<file path="src/rtl/dlx_pkg.sv">
// rtl/dlx_pkg.sv - shared constants and FSM encoding for the DLX trap controller
package dlx_pkg;

   localparam int unsigned DLX_IRQ_W   = 8;
   localparam int unsigned DLX_CAUSE_W = 3;

   localparam logic [31:0] DLX_VEC_BASE = 32'h0000_0100;

   typedef enum logic [2:0] {
      ST_IDLE    = 3'd0,
      ST_PENDING = 3'd1,
      ST_SAVE    = 3'd2,
      ST_VECTOR  = 3'd3,
      ST_SERVICE = 3'd4
   } dlx_state_e;

endpackage

</file>
<file path="src/rtl/dlx_prio_enc8.sv">
// rtl/dlx_prio_enc8.sv - 8-bit priority encoder, bit 0 wins
module dlx_prio_enc8
   import dlx_pkg::*;
(
   input  logic [DLX_IRQ_W-1:0]   in_vec,
   output logic [DLX_CAUSE_W-1:0] idx,
   output logic                   valid
);

   // Scan from the top down so the lowest set bit is the last one written.
   always_comb begin
      idx   = '0;
      valid = |in_vec;
      for (int i = DLX_IRQ_W - 1; i >= 0; i--) begin
         if (in_vec[i]) begin
            idx = DLX_CAUSE_W'(i);
         end
      end
   end

endmodule

</file>
<file path="src/rtl/dlx_trap_ctrl.sv">
// rtl/dlx_trap_ctrl.sv - interrupt mask, trap sequencing FSM and vector generation
module dlx_trap_ctrl
   import dlx_pkg::*;
#(
   parameter logic [31:0] VEC_BASE        = DLX_VEC_BASE,
   parameter int unsigned VEC_STRIDE_LOG2 = 4
) (
   input  logic                   clock,
   input  logic                   reset,
   input  logic [DLX_IRQ_W-1:0]   irq,
   input  logic                   mask_load,
   input  logic [31:0]            dest_bus,
   input  logic                   instr_done,
   input  logic [31:0]            pc_in,
   input  logic                   int_ack,
   input  logic                   rfe,
   output logic                   int_req,
   output logic [31:0]            iar_wdata,
   output logic                   IAR_load,
   output logic [31:0]            pc_wdata,
   output logic                   pc_load,
   output logic [DLX_CAUSE_W-1:0] cause,
   output logic                   in_service
);

   dlx_state_e             state_q, state_d;
   logic [DLX_IRQ_W-1:0]   mask_q, mask_d;
   logic [DLX_CAUSE_W-1:0] cause_q, cause_d;

   logic [DLX_IRQ_W-1:0]   pend_vec;
   logic [DLX_CAUSE_W-1:0] pend_idx;
   logic                   pend_valid;
   logic [31:0]            vec_addr;
   logic                   unused_dest_hi;

   assign unused_dest_hi = ^dest_bus[31:DLX_IRQ_W];

   // The old mask gates entry even when a new one is loaded on the same edge.
   assign pend_vec = irq & mask_q;

   dlx_prio_enc8 u_prio_enc (
      .in_vec (pend_vec),
      .idx    (pend_idx),
      .valid  (pend_valid)
   );

   assign vec_addr = VEC_BASE + ({{(32-DLX_CAUSE_W){1'b0}}, cause_q} << VEC_STRIDE_LOG2);
   assign cause    = cause_q;

   always_ff @(posedge clock or posedge reset) begin
      if (reset) begin
         state_q <= ST_IDLE;
         mask_q  <= '0;
         cause_q <= '0;
      end else begin
         state_q <= state_d;
         mask_q  <= mask_d;
         cause_q <= cause_d;
      end
   end

   always_comb begin
      state_d    = state_q;
      mask_d     = mask_load ? dest_bus[DLX_IRQ_W-1:0] : mask_q;
      cause_d    = cause_q;
      int_req    = 1'b0;
      IAR_load   = 1'b0;
      iar_wdata  = '0;
      pc_load    = 1'b0;
      pc_wdata   = '0;
      in_service = 1'b0;

      case (state_q)
         ST_IDLE: begin
            if (instr_done && pend_valid) begin
               state_d = ST_PENDING;
               cause_d = pend_idx;
            end
         end
         ST_PENDING: begin
            int_req = 1'b1;
            if (int_ack) begin
               state_d = ST_SAVE;
            end
         end
         ST_SAVE: begin
            IAR_load  = 1'b1;
            iar_wdata = pc_in;
            state_d   = ST_VECTOR;
         end
         ST_VECTOR: begin
            pc_load  = 1'b1;
            pc_wdata = vec_addr;
            state_d  = ST_SERVICE;
         end
         ST_SERVICE: begin
            in_service = 1'b1;
            if (rfe) begin
               state_d = ST_IDLE;
            end
         end
         default: begin
            state_d = ST_IDLE;
         end
      endcase
   end

endmodule

</file>
<file path="config.mk">
export PLATFORM = sky130hd
export DESIGN_NAME = dlx_trap_ctrl
export DESIGN_NICKNAME = d
export VERILOG_FILES = /design/src/rtl/dlx_pkg.sv /design/src/rtl/dlx_prio_enc8.sv /design/src/rtl/dlx_trap_ctrl.sv
export SDC_FILE = /design/constraint.sdc
export NUM_CORES = 1
export LEC_CHECK = 0
export BUFFER_PORTS_ARGS = -buffer_cell sky130_fd_sc_hd__buf_2
export CORE_ASPECT_RATIO = 0.8
export CORE_UTILIZATION = 33
export DETAILED_ROUTE_END_ITERATION = 7
export GPL_ROUTABILITY_DRIVEN = 0
export PLACE_DENSITY = 0.81
export SETUP_SLACK_MARGIN = 0.02
export SYNTH_ARGS = -nofsm -noshare
export SYNTH_HDL_FRONTEND = slang
export SYNTH_SLANG_ARGS = --single-unit
</file>
<file path="constraint.sdc">
create_clock -name clock -period 2.6 [get_ports clock]
set_clock_uncertainty 0.2 [all_clocks]
set_input_delay 0 -clock clock [delete_from_list [all_inputs] [get_ports clock]]
set_output_delay 0 -clock clock [all_outputs]
set_load 0.01 [all_outputs]
</file>
==> results of run 1 <==
-- report_power, final --
group	internal (mW)	total, mW	switching [mW]
Clock	0.134	0.209	0.0744
Combinational	0.325	0.620	0.295
Sequential	0.270	0.341	0.0706
Total	0.729	1.17	0.440
-- worst min-delay path: cells and delay by family --
family / cells / cell delay [ns]
mux: 1 / 0.13
buf+inv: 1 / 0.10
compound gates: 2 / 0.22
-- registers in the layout, indices dropped and copies added (netlist names) --
signal	cells
cause	3
mask_q	8
state_q	3
-- cell families after synthesis --
logic type / Yosys count / synth area share (%)
compound gates: 17 / 13.6
flops: 14 / 29.1
buf+inv: 37 / 21.3
simple gates: 51 / 25.6
mux: 10 / 9.99
other cells: 1 / 0.312
-- per-layer routing --
metal / part of all wire (%) / vias up / global-route usage [%]
li1: - / 618 / -
met1: 44 / 569 / 20.8
met2: 49 / 52 / 26.2
met3: 5.6 / 7 / 3.99
met4: 1.5 / 0 / 5.25
met5: 0 / - / 0
-- final cells by class --
class                      count  share of cell area (%)
timing repair buffer         121                    38.2
multi-input combinational    106                    37.2
sequential                    14                    18.4
clock buffer                   4                    2.89
tap                           42                    2.76
inverter                       3                   0.591
-- worst max path at each step --
stage,start,endpoint,slack [ns],cells after the start
global route,mask_q[2]$_DFFE_PP0P_,cause[2]$_DFFE_PP0P_,0.04,4
finish,mask_q[2]$_DFFE_PP0P_,cause[2]$_DFFE_PP0P_,0.13,4
global placement,mask_q[5]$_DFFE_PP0P_,cause[1]$_DFFE_PP0P_,0.74,4
CTS,mask_q[2]$_DFFE_PP0P_,cause[2]$_DFFE_PP0P_,0.15,4
detailed placement,mask_q[5]$_DFFE_PP0P_,cause[0]$_DFFE_PP0P_,0.71,4
floorplan,mask_q[5]$_DFFE_PP0P_,cause[0]$_DFFE_PP0P_,0.80,4
-- synthesized netlist by cell type --
cell type	n
nand2_1	5
a22oi_1	1
o41ai_1	2
clkbuf_1	3
o41ai_4	1
mux2_4	2
and2_1	36
nor2_1	2
a21oi_1	3
a21o_1	1
buf_4	29
buf_6	1
mux2_2	8
a22o_2	3
a222oi_1	1
or4_4	1
conb_1	1
a32oi_1	2
nor3b_1	3
nand2b_1	2
nor3_1	1
a22o_4	1
inv_1	3
dfrtp_1	14
o21ai_0	1
nand3_1	1
a21o_2	1
buf_2	1
-- metrics by stage --
step,setup slack [ns],cells,util (%),hold WS [ns],power [mW]
4_1_cts,0.148,290,55.1,0.0416,1.17
5_1_grt,0.0355,290,55.3,0.0725,1.26
3_3_place_gp,0.738,262,46.5,-0.142,0.901
3_5_place_dp,0.710,262,46.5,-0.133,0.914
6_report,0.131,290,55.3,0.0394,1.17
2_1_floorplan,0.798,157,-,-0.311,0.738
-- what timing repair did --
| action | CTS | global route |
|---|---|---|
| endpoints found under the hold margin | 27 | 0 |
| gates resized for setup | 0 | 1 |
| hold buffers | 24 | 0 |
| setup endpoints to repair | 0 | 1 |
==> results.md, run 1 <==
* Status: finished, final reports clean
* Pre-antenna DRT Iters at 4
* RSZ-0062 raised after global routing: no
* Hold Path Class: in -> reg
* Vias at 1246
* Peak supply drop at 0.488 mV
* Worst reg2reg endpoint: cause[2]$_DFFE_PP0P_
* Row count at 19
* Synth cell types at 28
* Nets at 327
* WP buf/inv at 2
* Layout area overhead at 58.6%
* # diodes at 0
* FF-to-FF Start: mask_q[2]$_DFFE_PP0P_
* IO Count at 149
* Dominant cells by area after synthesis: dfrtp_1 (29%), and2_1 (19%), buf_4 (18%)
* Most frequent cells in the layout: buf_2 (96), and2_1 (36), conb_1 (28)
* Clk slew on worst S/H paths at 0.06 ns
* Filler cells at 310
* Die X at 69.5 um
* Vias in the first global route at 1085
* Startpoint type of the worst setup path: flip-flop
* First-pass GRT wire length at 4910 um
* Max-slew violations at 0
* Reg2Reg Depth at 4
* Drt initial violations at 18
* Final setup fails at 0
* Die area at 3890 um2
* Hold path cells at 4
* ANT nets after route at 0
* Max Buffers Root-to-Sink at 2
* Die extent in y at 56.0 um
* Number of antenna violations at the first check in global routing at 0
* Dpl cell area at 1600 um2
* CTS H-tree depth at 1
* Largest net degree at the start of global routing at 34
* Yosys top cell by area: dfrtp_1
* Worst Path Arrival at 2.45 ns
* CP max stage delay at 0.61 ns
* Clk_lat worst skew at 0.24 ns
* Seq/Total Area, Yosys at 29.1%
* Vias per cell at 4.30
* Initial Util at 34.9%
* Syn Std Cell Area at 1200 um2
* Post-layout instance area at 1910 um2
* Fin crit period at 2.47 ns
* Share of cells above drive strength 1 at 48.4%
* Post-Route Setup TNS at 0 ns
* Worst hold start: irq[5]
* Hold Violations, Final at 0
* Hold Path End: cause[0]$_DFFE_PP0P_
* Yosys reg bits at 14
* Sequential Area at 350 um2
* Ys Warns at 0
* Setup bufs post-CTS at 0
* Worst-Margin Slew at 0.693 ns
* Yosys top cell area share at 29.1%
* Port Buffer Count at 96
* Core area at 3450 um2
* Mean Syn Cell Area at 9.25 um2
* Final period utilization at 94.9%
* Crit-path cells: a22o_4, dlygate4sd3_1, o41ai_2, dlygate4sd3_1
* DRC at 0
* CTS tree: done
* Worst reg2reg setup slack at 0.13 ns
* Max cap viols at 0
* CP endpoint kind: flip-flop
* Most numerous cell on the critical path: dlygate4sd3_1
* Data required, critical path at 2.58 ns
* Gate Count Post-Synth at 130
* Most common cell after layout, fill and taps aside: buf_2
* Sink Count at 14
* DP HPWL at 2380 um
* Routed WL at 3140 um
* Multi-input gate area at 709 um2
* Slew headroom at 53.7%
* Largest delay contributor family on the critical path: buffers and inverters
* Worst setup path category: reg -> reg
* Routed WL per cell at 10.8 um
* Total CTS buffers at 3
* CTS root buf: clkbuf_8
* Crit-path slowest cell: dlygate4sd3_1
* Leak pwr at 1.10 nW
* Pwr/cell area at 613 nW/um2
* Fmax achieved at 405 MHz
* GRT Total Usage at 16.1%
* Total grt overflow at 0
* Max Fanout on Critical Path at 4
(Power assumes the default switching activity.)
==> run 2, diff against run 1 <==
--- a/config.mk
+++ b/config.mk
@@ -5,12 +5,13 @@
 export SDC_FILE = /design/constraint.sdc
 export NUM_CORES = 1
 export LEC_CHECK = 0
+export ABC_AREA = 1
 export BUFFER_PORTS_ARGS = -buffer_cell sky130_fd_sc_hd__buf_2
 export CORE_ASPECT_RATIO = 0.8
 export CORE_UTILIZATION = 33
 export DETAILED_ROUTE_END_ITERATION = 7
 export GPL_ROUTABILITY_DRIVEN = 0
-export PLACE_DENSITY = 0.81
+export PLACE_DENSITY = 0.79
 export SETUP_SLACK_MARGIN = 0.02
 export SYNTH_ARGS = -nofsm -noshare
 export SYNTH_HDL_FRONTEND = slang
==> run 2 against run 1 <==
Net effect: critical path depth is 8 higher; power rose by 2.1%; fmax increased by 6.1%; register-to-register slack better by 0.14 ns; the flow now finishes with violations (design-rule violations); cell count is 20% higher; clock-buffer cell count is the same; area after synthesis rose by 4.0%; first-iteration DRC count rose to 2.7 times the previous value; global-route usage down 0.53 points; routed wire length decreased by 0.80%; synthesized cell count up 44%; sequential power fell by 6.5%; largest cell class unchanged; largest power group unchanged.
==> results.md, run 2 <==
* Status: finished, violations left
* Violated checks: design-rule violations
* Final setup fails at 0 (unchanged)
* IO Count at 149 (unchanged)
* Most numerous cell in the Yosys netlist: inv_1
* Main flop type after synthesis: dfrtp_1
* Reg with most FFs: mask_q
* RSZ-0062 raised after global routing: no
* Hold Violations, Final at 0 (unchanged)
* CP endpoint kind: flip-flop
* Port Buffer Count at 96 (unchanged)
* Mean Syn Cell Area at 6.68 um2 (-28%)
* Data required, critical path at 2.55 ns (-0.03 ns)
* Vias per cell at 3.80 (-12%)
* CTS root buf: clkbuf_8
* Clk slew on worst S/H paths at 0.06 ns (about the same)
* CTS tree: done
* DRC at 20 (+20)
* Syn Std Cell Area at 1250 um2 (+4.0%)
* # diodes at 0 (unchanged)
* Ys Warns at 0 (unchanged)
* Crit-path slowest cell: dlygate4sd3_1
* GRT Total Usage at 15.5% (-0.53 points)
* Leak pwr at 1.30 nW (+18%)
* Pre-CTS setup slack at 1.15 ns (+0.445 ns)
* Pre-antenna DRT Iters at 6 (+2)
* Row count at 19 (unchanged)
* Slew headroom at 64.6% (+11 points)
* Fmax achieved at 430 MHz (+6.1%)
* First-pass GRT wire length at 5000 um (+1.8%)
* Fin Hold WS at 0.0210 ns (-0.0185 ns)
* Fin crit period at 2.33 ns (-0.142 ns)
* Routed WL at 3120 um (-0.80%)
* Vias in the first global route at 1222 (+13%)
* WP buf/inv at 3 (+1)
* Hold Path Class: in -> reg
* Largest net degree at the start of global routing at 33 (-2.9%)
* Clk_lat worst skew at 0.25 ns (about the same)
* Sink Count at 14 (unchanged)
* Most frequent cells in the layout: buf_2 (96), inv_1 (41), nor2_1 (35)
* Nets at 384 (+17%)
* Yosys reg bits at 14 (unchanged)
* Layout area overhead at 53.9%
* Die extent in y at 57.0 um (+1.9%)
* Final core utilization at 54.7% (-0.66 points)
* Drt initial violations at 49 (+31)
* Seq/Total Area, Yosys at 28.0% (-1.1 points)
* Final setup margin at 0.274 ns (+0.142 ns)
* Total CTS buffers at 3 (unchanged)
* Gate Count Post-Synth at 187 (+44%)
* Largest register FFs at 8 (unchanged)
* Post-Route Setup TNS at 0 ns (unchanged)
* Max cap viols at 0 (unchanged)
* Yosys top cell area share at 28.0% (-1.1 points)
* Max-slew violations at 0 (unchanged)
* Filler cells at 349 (+13%)
* Dominant cells by area after synthesis: dfrtp_1 (28%), buf_4 (17%), inv_1 (12%)
* Number of antenna violations at the first check in global routing at 0 (unchanged)
* Most common cell after layout, fill and taps aside: buf_2
* Core area at 3520 um2 (+2.1%)
* CTS H-tree depth at 1 (unchanged)
* Die area at 4040 um2 (+3.8%)
* Max Buffers Root-to-Sink at 2 (unchanged)
* Peak supply drop at 0.344 mV (-30%)
* Dpl cell area at 1630 um2 (+1.5%)
* Synth cell types at 19 (-32%)
* Die X at 70.8 um (+1.9%)
* Worst-Margin Slew at 0.530 ns (-0.162 ns)
* Final period utilization at 89.5% (-5.5 points)
* Largest delay contributor family on the critical path: buffers and inverters
* Pwr/cell area at 621 nW/um2 (+1.2%)
* Total grt overflow at 0 (unchanged)
* EDFF count, synth at 0 (unchanged)
* CP max stage delay at 0.56 ns (-0.05 ns)
* Share of cells above drive strength 1 at 40.7% (-7.7 points)
* Top cells by count, synth: inv_1 (41), nor2_1 (35), nand2_1 (31), buf_4 (29), dfrtp_1 (14)
* Worst setup path category: reg -> reg
* Yosys top cell by area: dfrtp_1
* Routed WL per cell at 8.99 um (-17%)
* ANT nets after route at 0 (unchanged)
* Initial Util at 35.5% (+0.64 points)
* Max Fanout on Critical Path at 3 (-1)
* Post-synth ARST share at 100% (unchanged)
* Post-layout instance area at 1920 um2 (+0.85%)
* Crit-path cells: nand2_1, inv_1, nand2_1, nand2_1, nand2_1, nand2_1, nand2_1, nand2_1, dlygate4sd3_1, nand2_1, dlygate4sd3_1, nand2_1
* Most numerous cell on the critical path: nand2_1
* Startpoint type of the worst setup path: flip-flop
* Worst Path Arrival at 2.27 ns (-0.18 ns)
* DP HPWL at 2410 um (+1.5%)
* Vias at 1317 (+5.7%)
-- run 2: logic make-up after synthesis --
logic type,synth area share (%)
AND/OR/NAND/NOR,27.5
flip-flops,28.0
other,0.300
buffers and inverters,34.3
AO/OA/AOI/OAI,2.60
multiplexers,7.21
-- run 2: final timing paths --
kind	from	end	slack (ns)	cells after the start
worst min-delay path	irq[0]	cause[1]$_DFFE_PP0P_	0.02	5
worst min register to register	cause[0]$_DFFE_PP0P_	cause[0]$_DFFE_PP0P_	0.33	2
worst max-delay path	mask_q[7]$_DFFE_PP0P_	cause[0]$_DFFE_PP0P_	0.27	12
max in group asynchronous	reset	cause[2]$_DFFE_PP0P_	1.72	3
min in group asynchronous	reset	mask_q[6]$_DFFE_PP0P_	0.12	3
worst max register to register	mask_q[7]$_DFFE_PP0P_	cause[0]$_DFFE_PP0P_	0.27	12
-- run 2: layout make-up --
type	instances	area, um2	area share (%)
clock buffer	4	55.1	2.86
inverter	46	173	8.98
multi-input combinational	121	572	29.7
sequential	14	350	18.2
tap	42	52.6	2.73
timing repair buffer	120	721	37.5
-- run 2: tightest hold or removal path, stage by stage --
cell and delay, ns:
buf_2 0.08, nand2_1 0.07, nand2_1 0.09, o21bai_1 0.11, o21ai_0 0.08
-- run 2: metal layers --
layer  global-route usage (%)  share of wire (%)  up-vias
li1                         -                  -      711
met1                     17.1                 39      540
met2                     29.4                 51       61
met3                     3.18                7.8        5
met4                     6.29                1.4        0
met5                        0                  0        -
-- run 2: repair_timing --
action,CTS,global route
hold buffers,24,0
buffers inserted,0,0
endpoints found under the hold margin,28,0
resized for setup,0,0
-- run 2: through the flow --
stage	std cells	power, mW
3_5_place_dp	319	0.921
2_1_floorplan	214	0.765
6_report	347	1.19
5_1_grt	347	1.30
4_1_cts	347	1.20
3_3_place_gp	319	0.907
-- run 2: power by group --
part / leakage, nW / total [mW] / switching, mW / internal, mW
clock network: 0.0288 / 0.219 / 0.0850 / 0.134
registers: 0.171 / 0.319 / 0.0470 / 0.272
logic: 1.10 / 0.655 / 0.374 / 0.281
